**src/rtl/rrf_flag_ctrl.sv**
```systemverilog
// Retire-flag write controller: merges per-thread retire groups into one pending
// entry per thread, arbitrates a shared buffer write port, and serves bypassed reads.
module rrf_flag_ctrl #(
    parameter int unsigned DATA_WIDTH = 6,
    parameter int unsigned SLOTS      = 3
) (
    input  logic                        clk,
    input  logic                        rst,
    input  logic [SLOTS-1:0]            ret0_valid,
    input  logic [SLOTS*DATA_WIDTH-1:0] ret0_flags,
    input  logic [SLOTS-1:0]            ret1_valid,
    input  logic [SLOTS*DATA_WIDTH-1:0] ret1_flags,
    output logic [DATA_WIDTH-1:0]       buf_wdata,
    output logic [1:0]                  buf_wen,
    input  logic [DATA_WIDTH-1:0]       buf_rdata0,
    input  logic [DATA_WIDTH-1:0]       buf_rdata1,
    input  logic                        rd_clkEn,
    input  logic                        rd_thread,
    output logic [DATA_WIDTH:0]         rd_data,
    input  logic                        sync_req,
    output logic                        sync_ack
);

    logic [1:0]            w_new_v;
    logic [DATA_WIDTH-1:0] w_new_d [2];
    logic [DATA_WIDTH-1:0] w_buf_rd [2];
    logic                  w_gnt_v;
    logic                  w_gnt;

    logic [1:0]            r_pend_v;
    logic [DATA_WIDTH-1:0] r_pend_d [2];
    logic                  r_rr_ptr;
    logic [DATA_WIDTH:0]   r_rd_data;
    logic                  r_sync_ack;

    // Youngest valid slot wins: later loop iterations overwrite earlier ones.
    always_comb begin
        w_new_v    = {|ret1_valid, |ret0_valid};
        w_new_d[0] = '0;
        w_new_d[1] = '0;
        for (int unsigned i = 0; i < SLOTS; i++) begin
            if (ret0_valid[i]) w_new_d[0] = ret0_flags[i*DATA_WIDTH +: DATA_WIDTH];
            if (ret1_valid[i]) w_new_d[1] = ret1_flags[i*DATA_WIDTH +: DATA_WIDTH];
        end
    end

    assign w_buf_rd[0] = buf_rdata0;
    assign w_buf_rd[1] = buf_rdata1;

    // Round-robin only matters when both threads are pending.
    always_comb begin
        w_gnt_v = |r_pend_v;
        w_gnt   = (&r_pend_v) ? r_rr_ptr : r_pend_v[1];
    end

    always_comb begin
        buf_wen   = 2'b00;
        buf_wdata = '0;
        if (w_gnt_v) begin
            buf_wen   = w_gnt ? 2'b10 : 2'b01;
            buf_wdata = r_pend_d[w_gnt];
        end
    end

    always_ff @(posedge clk) begin
        if (rst) begin
            r_pend_v    <= '0;
            r_pend_d[0] <= '0;
            r_pend_d[1] <= '0;
            r_rr_ptr    <= 1'b0;
            r_rd_data   <= '0;
            r_sync_ack  <= 1'b0;
        end else begin
            for (int unsigned t = 0; t < 2; t++) begin
                if (w_new_v[t]) begin
                    r_pend_v[t] <= 1'b1;
                    r_pend_d[t] <= w_new_d[t];
                end else if (w_gnt_v && (w_gnt == 1'(t))) begin
                    r_pend_v[t] <= 1'b0;
                end
            end
            if (w_gnt_v) r_rr_ptr <= ~w_gnt;

            if (rd_clkEn) begin
                if (w_new_v[rd_thread])
                    r_rd_data <= {1'b1, w_new_d[rd_thread]};
                else if (r_pend_v[rd_thread])
                    r_rd_data <= {1'b1, r_pend_d[rd_thread]};
                else
                    r_rd_data <= {1'b0, w_buf_rd[rd_thread]};
            end

            r_sync_ack <= sync_req && (r_pend_v == 2'b00) && (w_new_v == 2'b00);
        end
    end

    assign rd_data  = r_rd_data;
    assign sync_ack = r_sync_ack;

endmodule
```
**config.mk**
```make
export PLATFORM = sky130hd
export DESIGN_NAME = rrf_flag_ctrl
export DESIGN_NICKNAME = d
export VERILOG_FILES = /design/src/rtl/rrf_flag_ctrl.sv
export SDC_FILE = /design/constraint.sdc
export NUM_CORES = 1
export LEC_CHECK = 0
export CAP_MARGIN = 5
export CORE_UTILIZATION = 41
export DETAILED_ROUTE_END_ITERATION = 16
export GPL_ROUTABILITY_DRIVEN = 0
export GPL_TIMING_DRIVEN = 0
export PLACE_DENSITY = 0.77
export SLEW_MARGIN = 40
export SYNTH_ARGS = -nofsm -noshare
export SYNTH_HDL_FRONTEND = slang
export SYNTH_SLANG_ARGS = --single-unit
```
**constraint.sdc**
```tcl
create_clock -name clk -period 2 [get_ports clk]
set_input_delay 0.6 -clock clk [delete_from_list [all_inputs] [get_ports clk]]
set_output_delay 0.6 -clock clk [all_outputs]
set_load 0.005 [all_outputs]
```
Word level (Yosys, flattened, before mapping) --
Memories as Yosys holds them, arrays and structs flattened. Cells that the tools add are included.
Word-level totals: flip-flop bits (word level) 11, latch bits 0, bits in writable memories 12, ROM bits 0, bits of input ports 59, output and inout port bits 16, word-level logic and storage cells 60, memories kept 1
Memory list:
- r_pend_d | words 2, bits a word 6, read ports 2, clocked after Yosys merged registers in 0, write ports 2, line 31 | logic [DATA_WIDTH-1:0] r_pend_d [2];
Operators by class: $add $sub $neg 0, multipliers 0, div/mod/pow operators 0, $lt $le $gt $ge 2, equal/unequal tests 0, shifts and indexed selects 0, mux-type cells 36, bitwise logic cells 4, reduce and logical (&&, ||, !) cells 12
Operators by type and width (count):
- $mux 6 | 15
- $mux 1 | 17
- $mux 7 | 2
- $reduce_or 3->1 | 2
- $logic_and 1x1->1 | 4
- $logic_not 2->1 | 2
- $mux 2 | 2
- $reduce_bool 2->1 | 2
- $ge 2x2->1 const B | 1
- $lt 1x2->1 const B | 1
- $not 1->2 | 1
- $or 1x1->1 | 2
- $reduce_and 2->1 | 1
- $reduce_or 2->1 | 1
- $not 1->1 | 1

Depth between registers and ports, before layout --
depth after elaboration 7, depth in mapped cells 6, depth with buffers taken out 4

Worst setup path after synthesis --
OpenSTA, ideal clock, no wires.
path type in2reg, from input port ret1_valid[0], to register r_rd_data[0] (netlist: rd_data[0]), setup time 0.069 ns, arrival time 1.694 ns, required time 1.931 ns, setup slack 0.237 ns, cell stages on the path 6, path buffers 2, cells stage by stage buf_6 > or4_4 > buf_6 > nor3_1 > a221oi_1 > o21ai_1
On the way: cells in the longest elaborated chain, start to end 7, elaborated cells on any way between the ends 10
RTL lines:
- from (decl) | line 11 | input logic [SLOTS-1:0] ret1_valid,
- $mux 6 (3 in a row) | line 43 | if (ret1_valid[i]) w_new_d[1] = ret1_flags[i*DATA_WIDTH +: DATA_WIDTH];
- $mux 6 (not written as such) (3 in a row) | line 86 | r_rd_data <= {1'b1, w_new_d[rd_thread]};
- $mux 7 (*) | line 85 | if (w_new_v[rd_thread])
- to (signal assigned) | line 86
- to (signal assigned) | line 88 | r_rd_data <= {1'b1, r_pend_d[rd_thread]};
- to (signal assigned) | line 90 | r_rd_data <= {1'b0, w_buf_rd[rd_thread]};
- to (decl) | line 33 | logic [DATA_WIDTH:0] r_rd_data;
Mark *: on every way between the ends. The rest lies on a longest branch, timed or not. The select of a mux whose other input is x is not followed. A chain may end at the register's enable or synchronous reset.

Worst setup path after layout --
from input port ret0_valid[2], to register r_rd_data[3] (netlist: rd_data[3])
On the way: cells in the longest elaborated chain, start to end 5, elaborated cells on any way between the ends 8
RTL lines:
- from (decl) | line 9 | input logic [SLOTS-1:0] ret0_valid,
- $mux 6 | line 42 | if (ret0_valid[i]) w_new_d[0] = ret0_flags[i*DATA_WIDTH +: DATA_WIDTH];
- $mux 6 (not written as such) (3 in a row) | line 86
- $mux 7 (*) | line 85
Marks and branches as above.

==> results.md <==
* Syn_nets at around 230
* Worst setup SP type: primary input
* Critical Path RT at ~2.2 ns
* Clock Sinks at 23
* Final setup fails at 2
* Avg Inst Size Synth at between 9 and 10 µm²
* Hold crit path type: reg -> reg
* Antenna diodes at 0
* Ranking of synthesized cells by area: edfxtp_1 (23%), dfxtp_1 (14%), a21oi_1 (5.7%)
* DPL Wire Length at 3660 µm
* Lkg Pwr at around 1.0 nW
* Final min period at just over 2 ns
* Status: finished with violations
* Worst R2R Start: r_pend_v[0]
* Post-synth EDFFs at 12
* Hold Crit Endpoint: rd_data[6]
* Async S/R FF share, synth at 0
* R2R Setup Slk at ~0.28 ns
* Share of cells above drive strength 1 at 0.185
* PortBufs at 72
* DRT iter0 DRCs at ~90
* RSZ-0062 raised after global routing: true
* Root Driver: clkbuf_8
* Rel. slew slack at 0.710
* Clock tree from TritonCTS: yes
* Die Footprint at a little over 0.004 mm²
* Vias per Instance at approximately 5.5
* Number of max-cap violations at 0
* Max Slew Vio Count at 0
* CP max FO at 6
* Ports at 75
* Clk_skew at 0.00642 ns
* Clock transition at path regs at around 0.090 ns
* Die width at between 60 and 70 µm
* Grt total ovfl at 0
* # DRC at 0
* Worst hold stages at 2
* Largest area contributor in the netlist: edfxtp_1
* Synth top cells by count: a21oi_1 (18), nor2_1 (13), nor2b_1 (13)
* Initial antenna violation count at 0
* Final std cells w/o fill at 307
* Vias in the first global route at between 1500 and 2000
* Post-CTS Hold Buffers at 0
* Routed wire length at 5050 µm
* Synth Flop Type: edfxtp_1
* Fmax at 0.497 GHz
* Final period utilization at 1.01
* Synth warn at 0
* GR Util All Layers at 0.255
* Worst-skew pair later-pin latency at around 0.26 ns
* Cells after DPL at a little under 300
* Initial core utilization at 0.429
* Most common cell in the netlist: a21oi_1
* Yosys reg bits at 23
* Slew @ Worst Pin at 0.432 ns
* Power Dens Cells at slightly above 500 mW/mm²
* Core Region at between 0.003 and 0.004 mm²
* Fin Setup TNS at -0.0190 ns
* FP Rows at 22
* Unique masters post-synth at 34
* Failing checks: negative setup slack
* Drt pass-1 iters at 4
* Share of the synthesized area in the top cell type at 0.227
* Final hold violation count at 0
* Area delta synth->final at 62.6%
* Mapped Area at approximately 0.0016 mm²
* Post-route cell area at ~0.0026 mm²
* CTS Buffer Depth at 2
* Maximum VDD drop at around 0.00031 V
* Seq/Total Area, Yosys at 0.367
* Critical path arrival at between 2 and 2.5 ns
* Fill cells at slightly above 300
* Fin nets at about 320
* Synth Instances at between 150 and 200
* R2R depth at 6
* Post-DP Area at roughly 0.0024 mm²
* Cts bufs inserted at 3
* Htree depth at 1
* Die H at 64.2 µm
* Post-DRT Antenna Nets at 0
* Wire per inst at about 16 µm
* Crit end category: register
* First-pass GRT wire length at approximately 8000 µm
* Total power at between 1 and 1.5 mW
* Reg2reg end: rd_data[1]
* Largest net degree at the start of global routing at 14
* PnR worst setup slack at -0.0124 ns
* HP Start: rd_data[6]
* Via Count at 1698
* Crit Path Category: in -> reg
metrics by stage:
stage | hold WS, ns | setup slack, ns | utilization
floorplan | 0.466 | 0.237 | -
global placement | 0.483 | -0.443 | 0.641
detailed placement | 0.484 | -0.428 | 0.641
CTS | 0.519 | 0.00793 | 0.684
global route | 0.566 | -0.0737 | 0.698
finish | 0.528 | -0.0124 | 0.698
report_power, final:
group          total [mW]  switching (mW)  internal (mW)
clock network       0.293           0.154          0.139
logic               0.446           0.178          0.268
registers           0.569          0.0278          0.541
total                1.31           0.360          0.948
state kept, by name (all words and copies together) (netlist names):
| register | count |
|---|---|
| r_pend_d | 12 |
| r_pend_v | 2 |
| r_rr_ptr | 1 |
| rd_data | 7 |
| sync_ack | 1 |
metal layers:
metal  GRT usage  part of all wire  wire, µm  vias up
li1            -                 -         -      828
met1       0.359              0.46      2340      793
met2       0.423              0.46      2350       71
met3      0.0232             0.060       304        6
met4      0.0556             0.011        55        0
met5           0                 0         0        -
worst max path at each step:
stage | startpoint | to | depth (start not counted)
after floorplan | ret1_valid[0] | rd_data[0] | 6
after global placement | ret1_valid[1] | rd_data[3] | 5
after detailed placement | ret1_valid[1] | rd_data[3] | 5
after CTS | r_rr_ptr | buf_wdata[0] | 5
after global routing | ret0_valid[2] | rd_data[1] | 5
final | ret0_valid[2] | rd_data[3] | 5
layout make-up:
| type | instances | area, µm² | share of cell area |
|---|---|---|---|
| buffer | 11 | 97.6 | 0.0379 |
| clock buffer | 3 | 41.3 | 0.0160 |
| clock inverter | 1 | 5.00 | 0.00194 |
| inverter | 3 | 11.3 | 0.00437 |
| multi-input combinational | 134 | 955 | 0.371 |
| sequential | 23 | 589 | 0.229 |
| tap | 48 | 60.1 | 0.0233 |
| timing repair buffer | 84 | 816 | 0.317 |
kinds of logic (layout without fill, tap and decap cells):
kind of cell,count (synthesis),count (layout),synth area share
and+or+nand+nor,64,64,0.242
muxes,12,12,0.0806
buffers and inverters,15,102,0.0585
AOI/OAI and AO/OA,58,58,0.253
DFF,23,23,0.367
layout by cell type (no fill, tap or decap), drive strengths merged, types with 7 or more instances in the layout:
cell / n
nor3: 9
nor2b: 13
a21oi: 18
nand3b: 9
dfxtp: 11
clkbuf: 7
nor2: 13
buf: 22
a22o: 7
clkdlybuf4s50: 60
edfxtp: 12
a221oi: 7
worst max-delay path: stages:
cell and delay, ns:
clkdlybuf4s50_1 0.48, or3_4 0.39, nor4_4 0.41, a221oi_1 0.20, o21ai_1 0.13
what timing repair did:
action / CTS / global route
setup buffers: 9 / 3
endpoints found under the setup margin: 24 / 16
pin swaps: 8 / 3
resized for setup: 39 / 11
(Power assumes the default switching activity.)
